--- config.mk ---
export PLATFORM = sky130hd
export DESIGN_NAME = keypad_scanner
export DESIGN_NICKNAME = d
export VERILOG_FILES = /design/src/rtl/keypad_pkg.sv /design/src/rtl/sync2.sv /design/src/rtl/keypad_scanner.sv
export SDC_FILE = /design/constraint.sdc
export NUM_CORES = 1
export LEC_CHECK = 0
export ABC_AREA = 1
export BUFFER_PORTS_ARGS = -buffer_cell sky130_fd_sc_hd__buf_2
export CAP_MARGIN = 20
export CORE_MARGIN = 4
export CORE_UTILIZATION = 50
export DETAILED_ROUTE_END_ITERATION = 7
export PLACE_DENSITY = 0.68
export SLEW_MARGIN = 20
export SYNTH_ARGS = -nofsm -noshare
export SYNTH_HDL_FRONTEND = slang
export SYNTH_SLANG_ARGS = --single-unit
--- constraint.sdc ---
create_clock -name clock -period 5.3 [get_ports clock]
set_input_delay 0.53 -clock clock [delete_from_list [all_inputs] [get_ports clock]]
set_output_delay 0.53 -clock clock [all_outputs]
set_load 0.005 [all_outputs]
--- src/rtl/keypad_pkg.sv ---
// Shared keypad types: scanner FSM states, key map and seven-segment encoder.
package keypad_pkg;

  typedef enum logic [1:0] {
    ST_SCAN     = 2'd0,
    ST_DEBOUNCE = 2'd1,
    ST_HOLD     = 2'd2,
    ST_RELEASE  = 2'd3
  } state_e;

  // Map an active-low one-hot row pattern and column drive to the key's hex value.
  function automatic logic [3:0] key_map(input logic [3:0] row_n, input logic [3:0] col_n);
    logic [1:0] r;
    logic [1:0] c;
    logic [3:0] code;
    r = 2'd0;
    c = 2'd0;
    for (int i = 0; i < 4; i++) begin
      if (!row_n[i]) r = 2'(i);
      if (!col_n[i]) c = 2'(i);
    end
    case ({r, c})
      4'h0: code = 4'h1;
      4'h1: code = 4'h2;
      4'h2: code = 4'h3;
      4'h3: code = 4'hA;
      4'h4: code = 4'h4;
      4'h5: code = 4'h5;
      4'h6: code = 4'h6;
      4'h7: code = 4'hB;
      4'h8: code = 4'h7;
      4'h9: code = 4'h8;
      4'hA: code = 4'h9;
      4'hB: code = 4'hC;
      4'hC: code = 4'hF;
      4'hD: code = 4'h0;
      4'hE: code = 4'hE;
      default: code = 4'hD;
    endcase
    return code;
  endfunction

  // Hex digit to seven-segment, bit order {g,f,e,d,c,b,a}, active-high.
  function automatic logic [6:0] hex_to_7seg(input logic [3:0] hex);
    logic [6:0] seg;
    case (hex)
      4'h0: seg = 7'h3F;
      4'h1: seg = 7'h06;
      4'h2: seg = 7'h5B;
      4'h3: seg = 7'h4F;
      4'h4: seg = 7'h66;
      4'h5: seg = 7'h6D;
      4'h6: seg = 7'h7D;
      4'h7: seg = 7'h07;
      4'h8: seg = 7'h7F;
      4'h9: seg = 7'h6F;
      4'hA: seg = 7'h77;
      4'hB: seg = 7'h7C;
      4'hC: seg = 7'h39;
      4'hD: seg = 7'h5E;
      4'hE: seg = 7'h79;
      default: seg = 7'h71;
    endcase
    return seg;
  endfunction

endpackage

--- src/rtl/sync2.sv ---
// Two-flop synchronizer; both stages reset to all ones (idle, active-low inputs).
module sync2 #(
  parameter int unsigned WIDTH = 1
) (
  input  logic             clock,
  input  logic             rst_n,
  input  logic [WIDTH-1:0] d_i,
  output logic [WIDTH-1:0] q_o
);

  logic [WIDTH-1:0] meta_q;
  logic [WIDTH-1:0] sync_q;

  // Metastability stage followed by the output stage.
  always_ff @(posedge clock or negedge rst_n) begin
    if (!rst_n) begin
      meta_q <= '1;
      sync_q <= '1;
    end else begin
      meta_q <= d_i;
      sync_q <= meta_q;
    end
  end

  assign q_o = sync_q;

endmodule

--- src/rtl/keypad_scanner.sv ---
// 4x4 matrix keypad scanner with press/release debounce and hex key code output.
module keypad_scanner
  import keypad_pkg::*;
#(
  parameter int unsigned SCAN_DIV        = 500,
  parameter int unsigned DEBOUNCE_CYCLES = 1000000
) (
  input  logic       clock,
  input  logic       rst_n,
  input  logic [3:0] row,
  output logic [3:0] col,
  output logic       key_valid,
  output logic [3:0] key_code,
  output logic       key_down
);

  localparam int unsigned DIV_W = (SCAN_DIV > 1) ? $clog2(SCAN_DIV) : 1;
  localparam int unsigned CNT_W = (DEBOUNCE_CYCLES > 1) ? $clog2(DEBOUNCE_CYCLES) : 1;
  localparam logic [DIV_W-1:0] DIV_LAST = DIV_W'(SCAN_DIV - 1);
  localparam logic [CNT_W-1:0] CNT_LAST = CNT_W'(DEBOUNCE_CYCLES - 1);

  logic [3:0]       rs;
  logic             one_low_c;
  state_e           state_q, state_d;
  logic [3:0]       col_q, col_d;
  logic [3:0]       pat_q, pat_d;
  logic [DIV_W-1:0] div_q, div_d;
  logic [CNT_W-1:0] cnt_q, cnt_d;
  logic             key_valid_q, key_valid_d;
  logic [3:0]       key_code_q, key_code_d;
  logic             key_down_q, key_down_d;

  sync2 #(.WIDTH(4)) u_sync2 (
    .clock (clock),
    .rst_n (rst_n),
    .d_i   (row),
    .q_o   (rs)
  );

  assign one_low_c = ($countones(~rs) == 1);

  // State and datapath registers.
  always_ff @(posedge clock or negedge rst_n) begin
    if (!rst_n) begin
      state_q     <= ST_SCAN;
      col_q       <= 4'b1110;
      pat_q       <= 4'b1111;
      div_q       <= '0;
      cnt_q       <= '0;
      key_valid_q <= 1'b0;
      key_code_q  <= 4'h0;
      key_down_q  <= 1'b0;
    end else begin
      state_q     <= state_d;
      col_q       <= col_d;
      pat_q       <= pat_d;
      div_q       <= div_d;
      cnt_q       <= cnt_d;
      key_valid_q <= key_valid_d;
      key_code_q  <= key_code_d;
      key_down_q  <= key_down_d;
    end
  end

  // Scan / debounce / hold / release sequencing.
  always_comb begin
    state_d     = state_q;
    col_d       = col_q;
    pat_d       = pat_q;
    div_d       = div_q;
    cnt_d       = cnt_q;
    key_valid_d = 1'b0;
    key_code_d  = key_code_q;
    key_down_d  = key_down_q;
    case (state_q)
      ST_SCAN: begin
        if (div_q == DIV_LAST) begin
          div_d = '0;
          if (one_low_c) begin
            pat_d   = rs;
            cnt_d   = '0;
            state_d = ST_DEBOUNCE;
          end else begin
            col_d = {col_q[2:0], col_q[3]};
          end
        end else begin
          div_d = div_q + DIV_W'(1);
        end
      end
      ST_DEBOUNCE: begin
        if (rs != pat_q) begin
          // Bounce: resume scanning the same column from a fresh slot.
          div_d   = '0;
          cnt_d   = '0;
          state_d = ST_SCAN;
        end else if (cnt_q == CNT_LAST) begin
          cnt_d       = '0;
          key_valid_d = 1'b1;
          key_code_d  = key_map(pat_q, col_q);
          key_down_d  = 1'b1;
          state_d     = ST_HOLD;
        end else begin
          cnt_d = cnt_q + CNT_W'(1);
        end
      end
      ST_HOLD: begin
        if (rs == 4'b1111) begin
          cnt_d   = '0;
          state_d = ST_RELEASE;
        end
      end
      ST_RELEASE: begin
        if (rs != 4'b1111) begin
          cnt_d   = '0;
          state_d = ST_HOLD;
        end else if (cnt_q == CNT_LAST) begin
          cnt_d      = '0;
          div_d      = '0;
          key_down_d = 1'b0;
          col_d      = {col_q[2:0], col_q[3]};
          state_d    = ST_SCAN;
        end else begin
          cnt_d = cnt_q + CNT_W'(1);
        end
      end
      default: begin
        state_d = ST_SCAN;
      end
    endcase
  end

  assign col       = col_q;
  assign key_valid = key_valid_q;
  assign key_code  = key_code_q;
  assign key_down  = key_down_q;

endmodule

==> impl_metrics.env <==
export IMPL_root_buffer="clkbuf_8"
export IMPL_fin_crit_sh=0.450
export IMPL_startpoint_type="flop"
export IMPL_tightest_slew_ns=0.897
export IMPL_first_pass_iters=5
export IMPL_hp_class="in -> reg"
export IMPL_slowest_stage="fa_1"
export IMPL_syn_inst=477
export IMPL_synth_cell_types=36
export IMPL_p_comb_frac=0.037
export IMPL_ir_worst_vdd_v=0.000120
export IMPL_clock_sinks=53
export IMPL_start_util=0.528
export IMPL_n_antenna_cell=0
export IMPL_postCtsSetupBuffers=0
export IMPL_yosys_warnings=0
export IMPL_dp_hpwl_microns=5730
export IMPL_placementRows=29
export IMPL_cts_tree="yes"
export IMPL_p_per_area_nw_per_um2=194
export IMPL_cp_end_kind="flop"
export IMPL_nets=508
export IMPL_die_area_sq_um=8250
export IMPL_power_frac_seq=0.581
export IMPL_required_ns=5.50
export IMPL_wirelength_microns=7710
export IMPL_worst_ep_arrival_time_ns=2.58
export IMPL_core_area_sq_um=6490
export IMPL_cts_resized=0
export IMPL_place_congestion=0.965
export IMPL_critPathMaxStageDelay_ns=0.54
export IMPL_cap_violations=0
export IMPL_drive_gt1_frac=0.142
export IMPL_min_period_ns=2.38
export IMPL_fin_ws_ns=2.92
export IMPL_holdBufCountCts=0
export IMPL_swShare=0.222
export IMPL_grt_pass1_vias=2689
export IMPL_fillers=622
export IMPL_syn_nets=493
export IMPL_clk_pin_slew_ns=0.10
export IMPL_netlist_area_sq_um=3430
export IMPL_intPower_w=0.000553
export IMPL_report_final_slew_viol_count=0
export IMPL_power_clock_fraction=0.382
export IMPL_syn_area_per_cell_sq_um=7.20
export IMPL_crit_chain="fa_1, inv_1, ha_1, ha_1, nand3b_1, nand2_1, nand2_1, inv_2, nand2_4, a21oi_1, nor2_1"
export IMPL_p_sw_w=0.000158
export IMPL_finalInstanceArea_sq_um=3670
export IMPL_grt_usage=0.197
export IMPL_grt_pass1_wl_microns=13300
export IMPL_ys_ff_latch=53
export IMPL_cts_max_level=2
export IMPL_path_class="reg -> reg"
export IMPL_placed_area_sq_um=3560
export IMPL_vias=3069
export IMPL_pin_count=16
export IMPL_leakagePower_nw=1.82
export IMPL_outcome="finished, final reports clean"
export IMPL_fmax_ghz=0.420
export IMPL_io_buffers=15
export IMPL_relSlewSlack=0.400
export IMPL_cp_max_fo=15
export IMPL_worst_path_buf_inv=2
export IMPL_finalSetupViolations=0
export IMPL_cts_buffers=5
export IMPL_die_w_microns=90.9
export IMPL_grt_max_degree=54
export IMPL_clock_latency_ns=0.31
export IMPL_final_antenna_net_count=0
export IMPL_antenna_found_initial=0
export IMPL_cts_max_path_buffers=2
export IMPL_drt_iter0_markers=226
export IMPL_dp_worst_setup_slack_ns=2.92
export IMPL_remaining_drc_errors=0
export IMPL_areaGrowthSynthToFinish_pct=6.89
export IMPL_path_delay_family="adder cells"
export IMPL_fin_skew_ns=0.00912
export IMPL_vias_per_cell=5.38
export IMPL_finalHoldViolations=0
export IMPL_tns_ns=0
export IMPL_synth_seq_area_share=0.392
export IMPL_rsz0062_at_grt="no"
export IMPL_wire_per_inst_microns=13.5
export IMPL_grt_overflow_total=0
export IMPL_fp_dieH_microns=90.9
## final timing paths
| check | from | endpoint | slack, ns | cells after the start |
|---|---|---|---|---|
| max | u_sync2.q_o[0]$_DFF_PN1_ | cnt_q[14]$_DFFE_PN0P_ | 2.92 | 11 |
| min | row[0] | u_sync2.meta_q[0]$_DFF_PN1_ | 0.31 | 1 |
| max reg2reg | u_sync2.q_o[0]$_DFF_PN1_ | cnt_q[14]$_DFFE_PN0P_ | 2.92 | 11 |
| min reg2reg | u_sync2.meta_q[1]$_DFF_PN1_ | u_sync2.q_o[1]$_DFF_PN1_ | 0.36 | 0 |
| max in group asynchronous | rst_n | cnt_q[1]$_DFFE_PN0P_ | 4.52 | 2 |
| min in group asynchronous | rst_n | key_valid$_DFF_PN0_ | 0.33 | 2 |
## metal layers
| metal | routed length (microns) | part of all wire | global-route usage | vias to the layer above |
|---|---|---|---|---|
| met2 | 3320 | 0.43 | 0.293 | 87 |
| li1 | - | - | - | 1573 |
| met3 | 469 | 0.061 | 0.0317 | 6 |
| met4 | 71 | 0.0092 | 0.0465 | 0 |
| met1 | 3850 | 0.50 | 0.298 | 1403 |
| met5 | 0 | 0 | 0 | - |
## layout make-up
class	instances	area (sq um)	share of cell area
Sequential cell	53	1350	0.367
Timing Repair Buffer	16	82.6	0.0225
Inverter	63	236	0.0645
Clock buffer	8	111	0.0304
Multi-Input combinational cell	353	1800	0.490
Tap cell	77	96.3	0.0263
## cell usage after synthesis, drive strengths merged
master    n  area share
nor3      5      0.0087
nor2     57       0.069
clkinv    1      0.0011
o22ai     4      0.0073
ha        9       0.033
nand3    62       0.097
dfstp    15        0.11
nand2   147        0.18
dfrtp    38        0.28
or2       2      0.0036
o21bai    2      0.0044
buf       7       0.015
inv      62       0.068
fa        1      0.0058
o21ai    21       0.034
nand4    24       0.044
o211ai    3      0.0066
and2      1      0.0018
clkbuf    1      0.0011
a21oi     4      0.0069
xor2      7       0.018
nand3b    3      0.0066
nor3b     1      0.0022
## kinds of logic after synthesis
group	after synthesis	share of synthesized area
and+or+nand+nor	302	0.408
buffers and inverters	71	0.0846
DFF	53	0.392
AOI/OAI and AO/OA	34	0.0591
adders and majority gates	10	0.0386
xor gates and xnor gates	7	0.0179
## power groups by stage
stage	Clock [W]	Combinational, W	Sequential [W]
2_1_floorplan	0	0.0000137	0.000419
3_3_place_gp	0	0.0000274	0.000420
3_5_place_dp	0	0.0000273	0.000420
4_1_cts	0.000276	0.0000273	0.000413
5_1_grt	0.000295	0.0000316	0.000413
6_report	0.000271	0.0000266	0.000413
## placed cells by master, fill, tap and decap left out, drive strengths merged
master,n
o21ai,21
o22ai,4
clkinv,1
nor2,57
nor3b,1
dfrtp,38
a21oi,4
o211ai,3
inv,62
or2,2
xor2,7
o21bai,2
nand3,62
nand2,147
nand3b,3
dfstp,15
nand4,24
and2,1
ha,9
fa,1
clkbuf,8
nor3,5
buf,16
## sequential cells by signal, indices dropped and copies added (netlist names)
register / flops
key_code: 4
u_sync2.q_o: 4
u_sync2.meta_q: 4
key_down: 1
cnt_q: 20
col: 4
state_q: 2
pat_q: 4
key_valid: 1
div_q: 9
## per-stage QoR
stage          cells  hold slack (ns)   util  power, W
6_report         570            0.309  0.565  0.000711
2_1_floorplan    477            0.234      -  0.000433
5_1_grt          570            0.293  0.565  0.000740
4_1_cts          570            0.303  0.565  0.000716
3_3_place_gp     562            0.345  0.548  0.000447
3_5_place_dp     562            0.349  0.548  0.000447
Power figures use the tool's default switching activity.
